$ cat src/rtl/panel_scan_engine.sv
// Front-panel scanner: LED matrix multiplexing, switch matrix scan, per-key debounce, toggle emulation.
// Optional macro PANEL_SCAN_BLANK_EN inserts a blanking step before every lit LED row.
module panel_scan_engine #(
    parameter int LED_ROWS = 3,
    parameter int LED_COLS = 13,
    parameter int SW_ROWS  = 6,
    parameter int SW_COLS  = 4,
    parameter int SCAN_DIV = 32768,
    parameter int DEBOUNCE = 3,
    parameter logic [SW_ROWS*SW_COLS-1:0] TOGGLE_MASK = '0
) (
    input  logic                         clk,
    input  logic                         reset,
    input  logic [LED_ROWS*LED_COLS-1:0] led_data,
    output logic [LED_ROWS-1:0]          led_row,
    output logic [LED_COLS-1:0]          led_col,
    output logic [SW_ROWS-1:0]           sw_row,
    input  logic [SW_COLS-1:0]           sw_col,
    output logic [SW_ROWS*SW_COLS-1:0]   sw_state,
    output logic [SW_ROWS*SW_COLS-1:0]   sw_press,
    output logic                         scan_tick
);

    localparam int NK  = SW_ROWS * SW_COLS;
    localparam int PW  = (SCAN_DIV > 1) ? $clog2(SCAN_DIV) : 1;
    localparam int LIW = (LED_ROWS > 1) ? $clog2(LED_ROWS) : 1;
    localparam int SIW = (SW_ROWS > 1) ? $clog2(SW_ROWS) : 1;
    localparam logic [LED_ROWS-1:0] LED_ONE = 1;
    localparam logic [SW_ROWS-1:0]  SW_ONE  = 1;

    logic [PW-1:0]  presc;
    logic           term;
    logic [LIW-1:0] led_idx;
    logic [SIW-1:0] sw_idx;
    logic [SIW-1:0] sw_idx_nxt;
    logic [3:0]     db_cnt   [NK];
    logic [3:0]     db_cnt_n [NK];
    logic [NK-1:0]  db_val;
    logic [NK-1:0]  db_val_n;
    logic [NK-1:0]  rise_n;

    assign term = (presc == PW'(SCAN_DIV - 1));

    // Prescaler and registered step pulse
    always_ff @(posedge clk or posedge reset) begin
        if (reset) begin
            presc     <= '0;
            scan_tick <= 1'b0;
        end else begin
            presc     <= term ? '0 : presc + PW'(1);
            scan_tick <= term;
        end
    end

`ifdef PANEL_SCAN_BLANK_EN
    logic led_lit;

    always_ff @(posedge clk or posedge reset) begin
        if (reset) begin
            led_idx <= '0;
            led_row <= '0;
            led_col <= '0;
            led_lit <= 1'b0;
        end else if (term) begin
            // Alternate blank step / lit step so row drivers settle with columns off
            if (!led_lit) begin
                led_row <= '0;
                led_col <= '0;
            end else begin
                led_row <= LED_ONE << led_idx;
                led_col <= led_data[int'(led_idx)*LED_COLS +: LED_COLS];
                led_idx <= (led_idx == LIW'(LED_ROWS - 1)) ? '0 : led_idx + LIW'(1);
            end
            led_lit <= ~led_lit;
        end
    end
`else
    always_ff @(posedge clk or posedge reset) begin
        if (reset) begin
            led_idx <= '0;
            led_row <= '0;
            led_col <= '0;
        end else if (term) begin
            led_row <= LED_ONE << led_idx;
            led_col <= led_data[int'(led_idx)*LED_COLS +: LED_COLS];
            led_idx <= (led_idx == LIW'(LED_ROWS - 1)) ? '0 : led_idx + LIW'(1);
        end
    end
`endif

    assign sw_idx_nxt = (sw_idx == SIW'(SW_ROWS - 1)) ? '0 : sw_idx + SIW'(1);

    // Debounce: only keys of the currently driven row see a sample, once per step
    always_comb begin
        db_val_n = db_val;
        rise_n   = '0;
        for (int k = 0; k < NK; k++) begin
            db_cnt_n[k] = db_cnt[k];
            if (term && ((k / SW_COLS) == int'(sw_idx))) begin
                if (sw_col[k % SW_COLS] == db_val[k]) begin
                    db_cnt_n[k] = '0;
                end else if ((db_cnt[k] + 4'd1) == 4'(DEBOUNCE)) begin
                    db_cnt_n[k] = '0;
                    db_val_n[k] = ~db_val[k];
                    rise_n[k]   = ~db_val[k];
                end else begin
                    db_cnt_n[k] = db_cnt[k] + 4'd1;
                end
            end
        end
    end

    // Switch row drive, debounce state and key outputs
    always_ff @(posedge clk or posedge reset) begin
        if (reset) begin
            sw_idx   <= '0;
            sw_row   <= SW_ONE;
            db_val   <= '0;
            sw_state <= '0;
            sw_press <= '0;
            for (int k = 0; k < NK; k++) db_cnt[k] <= '0;
        end else begin
            if (term) begin
                sw_idx <= sw_idx_nxt;
                sw_row <= SW_ONE << sw_idx_nxt;
            end
            db_val   <= db_val_n;
            sw_press <= rise_n;
            sw_state <= (TOGGLE_MASK & (sw_state ^ rise_n)) | (~TOGGLE_MASK & db_val_n);
            for (int k = 0; k < NK; k++) db_cnt[k] <= db_cnt_n[k];
        end
    end

endmodule

$ cat config.mk
export PLATFORM = sky130hd
export DESIGN_NAME = panel_scan_engine
export DESIGN_NICKNAME = d
export VERILOG_FILES = /design/src/rtl/panel_scan_engine.sv
export SDC_FILE = /design/constraint.sdc
export NUM_CORES = 1
export LEC_CHECK = 0
export CORE_MARGIN = 10
export CORE_UTILIZATION = 55
export CTS_CLUSTER_DIAMETER = 60
export DETAILED_ROUTE_END_ITERATION = 7
export GPL_TIMING_DRIVEN = 0
export PLACE_DENSITY = 0.78
export SYNTH_ARGS = -nofsm -noshare
export SYNTH_HDL_FRONTEND = slang
export SYNTH_SLANG_ARGS = --single-unit
$ cat constraint.sdc
create_clock -name clk -period 17.9 [get_ports clk]
set_input_delay 3.58 -clock clk [delete_from_list [all_inputs] [get_ports clk]]
set_output_delay 3.58 -clock clk [all_outputs]
set_load 0.1 [all_outputs]
==> results.yml, run 1 <==
outcome:
  status: "completed"
floorplanning:
  core_area_um2: 18000
  ios: 116
  die_w_um: 155
  die-area_um2: 24100
  die_y_um: 155
  rows: 49
  initial_core_util: 0.561
final_layout:
  nNetsFinal: 1283
  seq_area_um2: 4630
  final_layout_size_suffix_gt1_frac: 0.0608
  n_antenna_cell: 0
  multi_input_area_um2: 5100
  syn2layout_area_growth_pct: 20.2
  n_fill_cell: 1431
  stdcell_area_um2: 12100
cts:
  clock-sinks: 185
  cts_hold_buf: 0
  numCtsBuffers: 17
  clk_pin_slew_ps: 70
  htree_levels: 4
  cts_resized: 0
  postCtsSetupRepairBufs: 0
  clock_latency_ps: 450
  tritoncts: "done"
  cts_buffer_depth: 2
  cts_root_buf: "clkbuf_16"
worst_setup_path:
  crit_path_cell_trace: "clkdlybuf4s50_1 > buf_1 > clkinv_1 > nor4_1"
  start_kind: "input pin"
  critPathCaptureType: "flop"
  max_stage_delay_ps: 760
  crit_fanout: 10
  cp.required_ps: 18200
  cp_data_arrival_time_ps: 6150
  cpMaxStageDelayCell: "clkinv_1"
  crit_type: "input pin to flop"
yosys:
  synth_cell_types: 53
  synth_edf_count: 0
  async_flop_share: 1.00
  ys_seq_elements: 185
  seq_area_frac_synth: 0.460
  postSynthCellCount: 1053
  synth_fp_nets: 1148
  ys_warn_count: 0
  netlist_area_um2: 10100
  synth_top_flop_cell: "dfrtp_1"
  syn_area_per_cell_um2: 9.57
global_routing:
  antenna_found_initial: 0
  grt_pass1_vias: 7984
  grt_pass1_wl_um: 40700
  track_usage: 0.204
  grt_max_degree: 130
  grt_overflow: 0
placement:
  routabilityCongestion: 0.855
  dp_hpwl_um: 17500
  place_area_um2: 11500
  port_buffers: 115
detailed_routing:
  ant_nets: 0
  wl_per_cell_um: 17.4
  first_pass_iters: 5
  vias: 8455
  routed_wl_um: 24900
  drc_errors: 0
  drt_iter0_markers: 549
  routed_via_density: 5.91
sta:
  clock_skew_ps: 18.9
  fmax_mhz: 171
  period_share: 0.327
  relSlewSlack: 0.106
  tns_ps: 0
  final_max_slew_viol_count: 0
  rsz0062_at_grt: "false"
  finalSetupViolCount: 0
  tightest_slew_ps: 1330
  period_minus_slack_ps: 5850
  hold_violations: 0
min_path:
  min_path_type: "flop to flop"
power_and_ir_drop:
  p_per_area_nw_per_um2: 68.9
  peakVddDrop_mv: 0.0680
  leakagePower_nw: 5.48
flow_run:
  cap_viol_max_count: 0
-- final timing paths --
kind,startpoint,endpoint,slack [ps],cells past startpoint
max,sw_col[0],sw_press[20],12050,4
max in group asynchronous,reset,db_cnt[46],13370,3
min,sw_row[0],sw_row[0],460,2
min in group asynchronous,reset,db_val[21],3540,2
min reg2reg,sw_row[0],sw_row[0],460,2
max reg2reg,sw_idx[0],db_val[12],14910,7
-- Yosys cell counts, types with 26 or more instances --
master / n / share of area
a21o_1: 26 / 0.019
a21oi_1: 39 / 0.019
clkbuf_1: 30 / 0.011
dfrtp_1: 184 / 0.46
ha_1: 50 / 0.062
inv_1: 41 / 0.015
nand2_1: 148 / 0.055
nand3_1: 73 / 0.036
nor2_1: 64 / 0.024
nor4_1: 32 / 0.020
nor4b_1: 37 / 0.032
o21ai_0: 77 / 0.038
o31ai_1: 35 / 0.026
xnor2_1: 28 / 0.024
xor2_1: 30 / 0.026
-- stage by stage --
stage           util  setup WS, ps  instances  total power (W)  hold WS [ps]
2_1_floorplan      -          9290       1053         0.000457           448
6_report       0.674         12050       1430         0.000835           462
3_5_place_dp   0.643         11650       1398         0.000479           451
4_1_cts        0.674         12060       1430         0.000840           462
5_1_grt        0.674         11900       1430         0.000860           485
3_3_place_gp   0.641          6850       1397         0.000478           444
-- layer usage --
metal | routed length (um) | share of wire | up-vias | global-route usage
met4 | 370 | 0.015 | 0 | 0.0606
met2 | 12600 | 0.51 | 160 | 0.345
met3 | 960 | 0.039 | 30 | 0.0427
met1 | 10900 | 0.44 | 4184 | 0.257
li1 | - | - | 4081 | -
met5 | 0 | 0 | - | 0
-- placed cells by master, fill, tap and decap left out, drive strengths merged, types with 3 or more instances in the layout --
master,instances
dfrtp,184
nand2,149
clkdlybuf4s50,115
o21ai,78
nand3,74
nor2,64
ha,50
inv,48
clkbuf,48
a21oi,39
nor4b,37
nor4,36
o31ai,35
xor2,30
xnor2,28
a21o,26
and2,16
or4b,14
mux2i,13
or4,13
nor3,12
buf,12
o32a,11
nand4b,9
mux2,9
a41o,7
nand2b,7
clkinv,7
a41oi,5
clkinvlp,4
nand4,4
or2,4
nor2b,3
-- critical path, delay by kind of cell --
kind,cells,cell delay (ps)
buffers and inverters,3,1980
AND/OR/NAND/NOR,1,580
-- logic make-up (layout without fill, tap and decap cells) --
kind of cell | count (synthesis) | count (layout) | share of synthesized area
buf+inv | 86 | 234 | 0.0338
mux | 22 | 22 | 0.0245
flops | 185 | 185 | 0.460
xor+xnor | 58 | 58 | 0.0504
fa+ha+maj | 50 | 50 | 0.0621
simple gates | 447 | 447 | 0.241
compound gates | 205 | 205 | 0.129
-- sequential cells by signal, indices dropped and copies added, names as in the netlist --
register / cells
sw_idx: 3
led_row: 2
led_col: 13
presc: 15
led_idx: 1
sw_press: 24
db_cnt: 96
sw_row: 6
scan_tick: 1
db_val: 24
-- power breakdown --
part,switching [W],internal [W],leakage (nW)
Combinational,0.0000317,0.0000180,3.07
Clock,0.000181,0.000183,0.263
Sequential,0.00000190,0.000419,2.14
-- area by class of cell --
| class | instances | area share |
|---|---|---|
| plain buffers | 42 | 0.0145 |
| clock buffers | 17 | 0.0351 |
| clock inverters | 15 | 0.0111 |
| inverters | 44 | 0.0143 |
| multi-input cells | 782 | 0.422 |
| flip-flops and latches | 185 | 0.382 |
| well taps | 229 | 0.0237 |
| repair buffers | 116 | 0.0973 |
Note: power is estimated with default switching activity, not from simulation.
==> run 2: changes to the inputs <==
==> constraint.sdc (replaced) <==
create_clock -name clk -period 5.7 [get_ports clk]
set_input_delay 1.14 -clock clk [delete_from_list [all_inputs] [get_ports clk]]
set_output_delay 1.14 -clock clk [all_outputs]
set_load 0.1 [all_outputs]
==> results.yml, run 2 (same netlist as run 1, synthesis figures left out) <==
final_layout:
  largest_register_ffs: 96
  top_regs: "db_cnt x96, db_val x24, sw_press x24"
  final_layout_size_suffix_gt1_frac: 0.0639
  largest_register: "db_cnt"
  nNetsFinal: 1287
  syn2layout_area_growth_pct: 22.2
  final_common_cell: "dfrtp_1"
  stdcell_area_um2: 12300
  layout_common_cells: "dfrtp_1 (184), nand2_1 (148), clkdlybuf4s50_1 (115), o21ai_0 (77), nand3_1 (73)"
  n_antenna_cell: 0
  utilization: 0.686
floorplanning:
  die-area_um2: 24100
  core_area_um2: 18000
  ios: 116
  die_w_um: 155
  initial_core_util: 0.561
  rows: 49
  die_y_um: 155
power_and_ir_drop:
  leakagePower_nw: 5.58
  swShare: 0.223
  peakVddDrop_mv: 0.243
  pwr-share-seq: 0.458
  p_per_area_nw_per_um2: 234
  p_int_w: 0.00224
  p_switching_w: 0.000643
  power_w: 0.00289
  comb_power_share: 0.057
  clkPwrFrac: 0.485
detailed_routing:
  drt_iter0_markers: 636
  first_pass_iters: 5
  drc_errors: 0
  wl_per_cell_um: 17.8
  ant_nets: 0
  vias: 8426
  routed_via_density: 5.88
  routed_wl_um: 25500
global_routing:
  grt_pass1_vias: 8167
  grt_overflow: 0
  grt_pass1_wl_um: 41500
  grt_max_degree: 41
  track_usage: 0.209
  antenna_found_initial: 0
sta:
  clock_skew_ps: 8.16
  hold_violations: 0
  period_minus_slack_ps: 3380
  tns_ps: 0
  relSlewSlack: 0.0685
  tightest_slew_ps: 1380
  finalSetupViolCount: 0
  period_share: 0.593
  fmax_mhz: 296
  rsz0062_at_grt: "false"
  final_max_slew_viol_count: 0
worst_setup_path:
  reg2regPathDepth: 7
  worstSetupStartpoint: "sw_col[0]"
  crit_fanout: 10
  crit_type: "input pin to flop"
  start_kind: "input pin"
  endpoint: "sw_press[16]"
  r2r-end: "db_val[14]"
  rr_startpoint: "sw_idx[0]"
  rrSetupSlack_ps: 2750
  critPathCaptureType: "flop"
  cp.required_ps: 6010
  cp_data_arrival_time_ps: 3680
cts:
  htree_levels: 4
  clock_latency_ps: 440
  clock-sinks: 185
  cts_root_buf: "clkbuf_16"
  cts_hold_buf: 0
  numCtsBuffers: 17
  cts_buffer_depth: 2
  postCtsSetupRepairBufs: 0
  tritoncts: "done"
  cts_resized: 0
  clk_pin_slew_ps: 70
placement:
  routabilityCongestion: 0.831
  place_area_um2: 11600
  port_buffers: 115
  dp_hpwl_um: 18300
flow_run:
  cap_viol_max_count: 0
min_path:
  min_path_type: "flop to flop"
outcome:
  status: "completed"
[run 2: cell count changes in the layout (fill, tap and decap cells not counted)]
cell        change
clkinvlp_4      -2
bufinv_16       +6
inv_8           -4
buf_16          -1
clkinv_4        -3
clkbuf_8        +3
buf_12          +5
[run 2: worst min path at each step]
stage / startpoint / end / slack [ps] / depth (start not counted)
floorplan: presc[0] / presc[0] / 450 / 1
global placement: sw_row[0] / sw_row[0] / 450 / 2
detailed placement: sw_row[1] / sw_row[1] / 460 / 2
CTS: sw_row[1] / sw_row[1] / 470 / 2
global route: sw_row[0] / sw_row[0] / 490 / 2
finish: sw_row[0] / sw_row[0] / 480 / 2
[run 2: metal layers]
metal,up-vias,track usage,routed length (um)
met5,-,0,0
met4,0,0.0668,495
met3,41,0.0474,1080
met2,162,0.345,12600
met1,4145,0.266,11300
li1,4078,-,-
[run 2: per-stage QoR]
stage | setup slack (ps) | hold WS [ps] | cells
6_report | 2320 | 475 | 1434
5_1_grt | 2170 | 492 | 1434
4_1_cts | 2320 | 474 | 1434
3_5_place_dp | 1850 | 460 | 1402
3_3_place_gp | 677 | 445 | 1397
2_1_floorplan | 2180 | 448 | 1053
[run 2: final cells by class]
| type | instances | area, um2 |
|---|---|---|
| Sequential cell | 185 | 4630 |
| Tap cell | 229 | 287 |
| Buffer | 42 | 175 |
| Clock buffer | 20 | 467 |
| Fill cell | 1377 | 5650 |
| Multi-Input combinational cell | 782 | 5100 |
| Timing Repair Buffer | 120 | 1250 |
| Clock inverter | 12 | 231 |
| Inverter | 44 | 169 |
[run 2: power by group through the flow]
stage / clock network, W / registers (W) / logic (W)
2_1_floorplan: 0 / 0.00137 / 0.0000688
3_3_place_gp: 0 / 0.00135 / 0.000153
4_1_cts: 0.00141 / 0.00132 / 0.000166
3_5_place_dp: 0 / 0.00135 / 0.000165
6_report: 0.00140 / 0.00132 / 0.000164
5_1_grt: 0.00147 / 0.00132 / 0.000177
[run 2: worst max-delay path, cell delays in order]
cell	delay [ps]
clkdlybuf4s50_1	500
buf_1	750
clkinv_1	740
nor4b_1	540
==> run 3: changes to the inputs <==
--- a/config.mk
+++ b/config.mk
@@ -6,11 +6,11 @@
 export NUM_CORES = 1
 export LEC_CHECK = 0
 export CORE_MARGIN = 10
-export CORE_UTILIZATION = 55
+export CORE_UTILIZATION = 51
 export CTS_CLUSTER_DIAMETER = 60
 export DETAILED_ROUTE_END_ITERATION = 7
 export GPL_TIMING_DRIVEN = 0
-export PLACE_DENSITY = 0.78
+export PLACE_DENSITY = 0.77
 export SYNTH_ARGS = -nofsm -noshare
 export SYNTH_HDL_FRONTEND = slang
 export SYNTH_SLANG_ARGS = --single-unit
==> constraint.sdc (replaced) <==
create_clock -name clk -period 2.8 [get_ports clk]
set_input_delay 0.56 -clock clk [delete_from_list [all_inputs] [get_ports clk]]
set_output_delay 0.56 -clock clk [all_outputs]
set_load 0.1 [all_outputs]
==> results.yml, run 3 (same netlist as run 1, synthesis figures left out) <==
outcome:
  status: "completed"
worst_setup_path:
  crit_type: "flop to output pin"
  cpLargestDelayFamily: "buffers and inverters"
  max_stage_delay_ps: 1150
  crit_fanout: 2
  start_kind: "flop"
  cpMaxStageDelayCell: "clkdlybuf4s50_1"
  critPathCaptureType: "output pin"
  critPathBufInv: 1
  cp.required_ps: 2240
  crit_path_cell_trace: "clkdlybuf4s50_1"
  cp_data_arrival_time_ps: 2120
sta:
  period_minus_slack_ps: 2680
  clock_skew_ps: 9.51
  tns_ps: 0
  hold_violations: 0
  fmax_mhz: 373
  final_max_slew_viol_count: 0
  rsz0062_at_grt: "false"
  finalSetupViolCount: 0
  worst_slack_ps: 119
  relSlewSlack: 0.300
  period_share: 0.958
  tightest_slew_ps: 1050
power_and_ir_drop:
  peakVddDrop_mv: 0.383
  leakagePower_nw: 5.52
  power_w: 0.00544
  p_per_area_nw_per_um2: 445
placement:
  routabilityCongestion: 0.871
  dp_hpwl_um: 17800
  place_area_um2: 11600
  port_buffers: 115
  dpl_worst_slack_ps: -476
cts:
  clock_latency_ps: 440
  cts_buffer_depth: 2
  postCtsSetupRepairBufs: 0
  clock-sinks: 185
  htree_levels: 4
  tritoncts: "done"
  cts_hold_buf: 0
  clk_pin_slew_ps: 70
  cts_root_buf: "clkbuf_16"
  numCtsBuffers: 17
floorplanning:
  die-area_um2: 25800
  core_area_um2: 19500
  initial_core_util: 0.518
  rows: 51
  die_y_um: 161
  die_w_um: 161
  ios: 116
global_routing:
  track_usage: 0.193
  grt_max_degree: 43
  grt_pass1_vias: 8063
  antenna_found_initial: 0
  grt_pass1_wl_um: 41300
  grt_overflow: 0
final_layout:
  largest_register: "db_cnt"
  largest_register_ffs: 96
  n_fill_cell: 1599
  n_antenna_cell: 0
  top_regs: "db_cnt x96, db_val x24, sw_press x24"
  nNetsFinal: 1284
  stdcell_area_um2: 12200
  syn2layout_area_growth_pct: 21.4
  layout_common_cells: "dfrtp_1 (184), nand2_1 (148), clkdlybuf4s50_1 (115), o21ai_0 (77), nand3_1 (73)"
  utilization: 0.629
  final_common_cell: "dfrtp_1"
  final_layout_size_suffix_gt1_frac: 0.0674
flow_run:
  cap_viol_max_count: 0
detailed_routing:
  wl_per_cell_um: 17.0
  routed_wl_um: 25000
  first_pass_iters: 5
  vias: 8428
  ant_nets: 0
  routed_via_density: 5.75
  drc_errors: 0
  drt_iter0_markers: 544
min_path:
  min_path_type: "flop to flop"
## run 3: cell count changes in the layout (fill, tap and decap cells not counted), moves of 2 or more
cell / before / now
clkinv_2: 0 / 6
bufinv_16: 6 / 2
clkbuf_8: 3 / 1
clkbuf_1: 30 / 27
clkinvlp_4: 2 / 5
clkinv_1: 3 / 0
## run 3: final cells by class
cell class / count / area, um2 / share of cell area
clock inverters: 14 / 146 / 0.0120
inverters: 44 / 175 / 0.0143
repair buffers: 119 / 1230 / 0.101
clock buffers: 18 / 439 / 0.0359
flip-flops and latches: 185 / 4630 / 0.379
multi-input cells: 782 / 5110 / 0.418
well taps: 265 / 332 / 0.0271
plain buffers: 40 / 169 / 0.0138
## run 3: per-layer routing
| metal | track usage | share of wire | up-vias | wire [um] |
|---|---|---|---|---|
| li1 | - | - | 4062 | - |
| met1 | 0.245 | 0.43 | 4139 | 10700 |
| met2 | 0.322 | 0.50 | 190 | 12500 |
| met3 | 0.0440 | 0.053 | 37 | 1330 |
| met4 | 0.0559 | 0.018 | 0 | 456 |
| met5 | 0 | 0 | - | 0 |
## run 3: power by group
part	leakage, nW	internal, W	switching, W
Combinational	3.09	0.000123	0.000202
Sequential	2.14	0.00268	0.0000123
Clock	0.283	0.00134	0.00108
## run 3: metrics by stage
stage | hold WS (ps) | cells
after floorplan | 448 | 1053
after global placement | 445 | 1433
after detailed placement | 452 | 1437
after CTS | 462 | 1469
after global routing | 491 | 1467
final | 458 | 1467
## run 3: path summary, 6_finish.rpt
| kind | cells past startpoint | slack [ps] | from | to |
|---|---|---|---|---|
| hold reg to reg | 2 | 460 | sw_row[0] | sw_row[0] |
| setup / recovery | 1 | 120 | sw_row[0] | sw_row[0] |
| max in group asynchronous | 4 | 1350 | reset | db_cnt[59] |
| min in group asynchronous | 2 | 540 | reset | db_cnt[16] |
| setup reg to reg | 9 | 240 | sw_idx[2] | db_cnt[39] |
| hold / removal | 2 | 460 | sw_row[0] | sw_row[0] |
## run 3: tightest hold or removal path, stage by stage (launching register included)
cell	delay (ps)
dfstp_2	370
nand2_1	50
nand2_1	40
## run 3: what timing repair did
| action | CTS | global route |
|---|---|---|
| gates resized for setup | 3 | 3 |
| endpoints found under the setup margin | 11 | 10 |
| pin swaps | 0 | 0 |
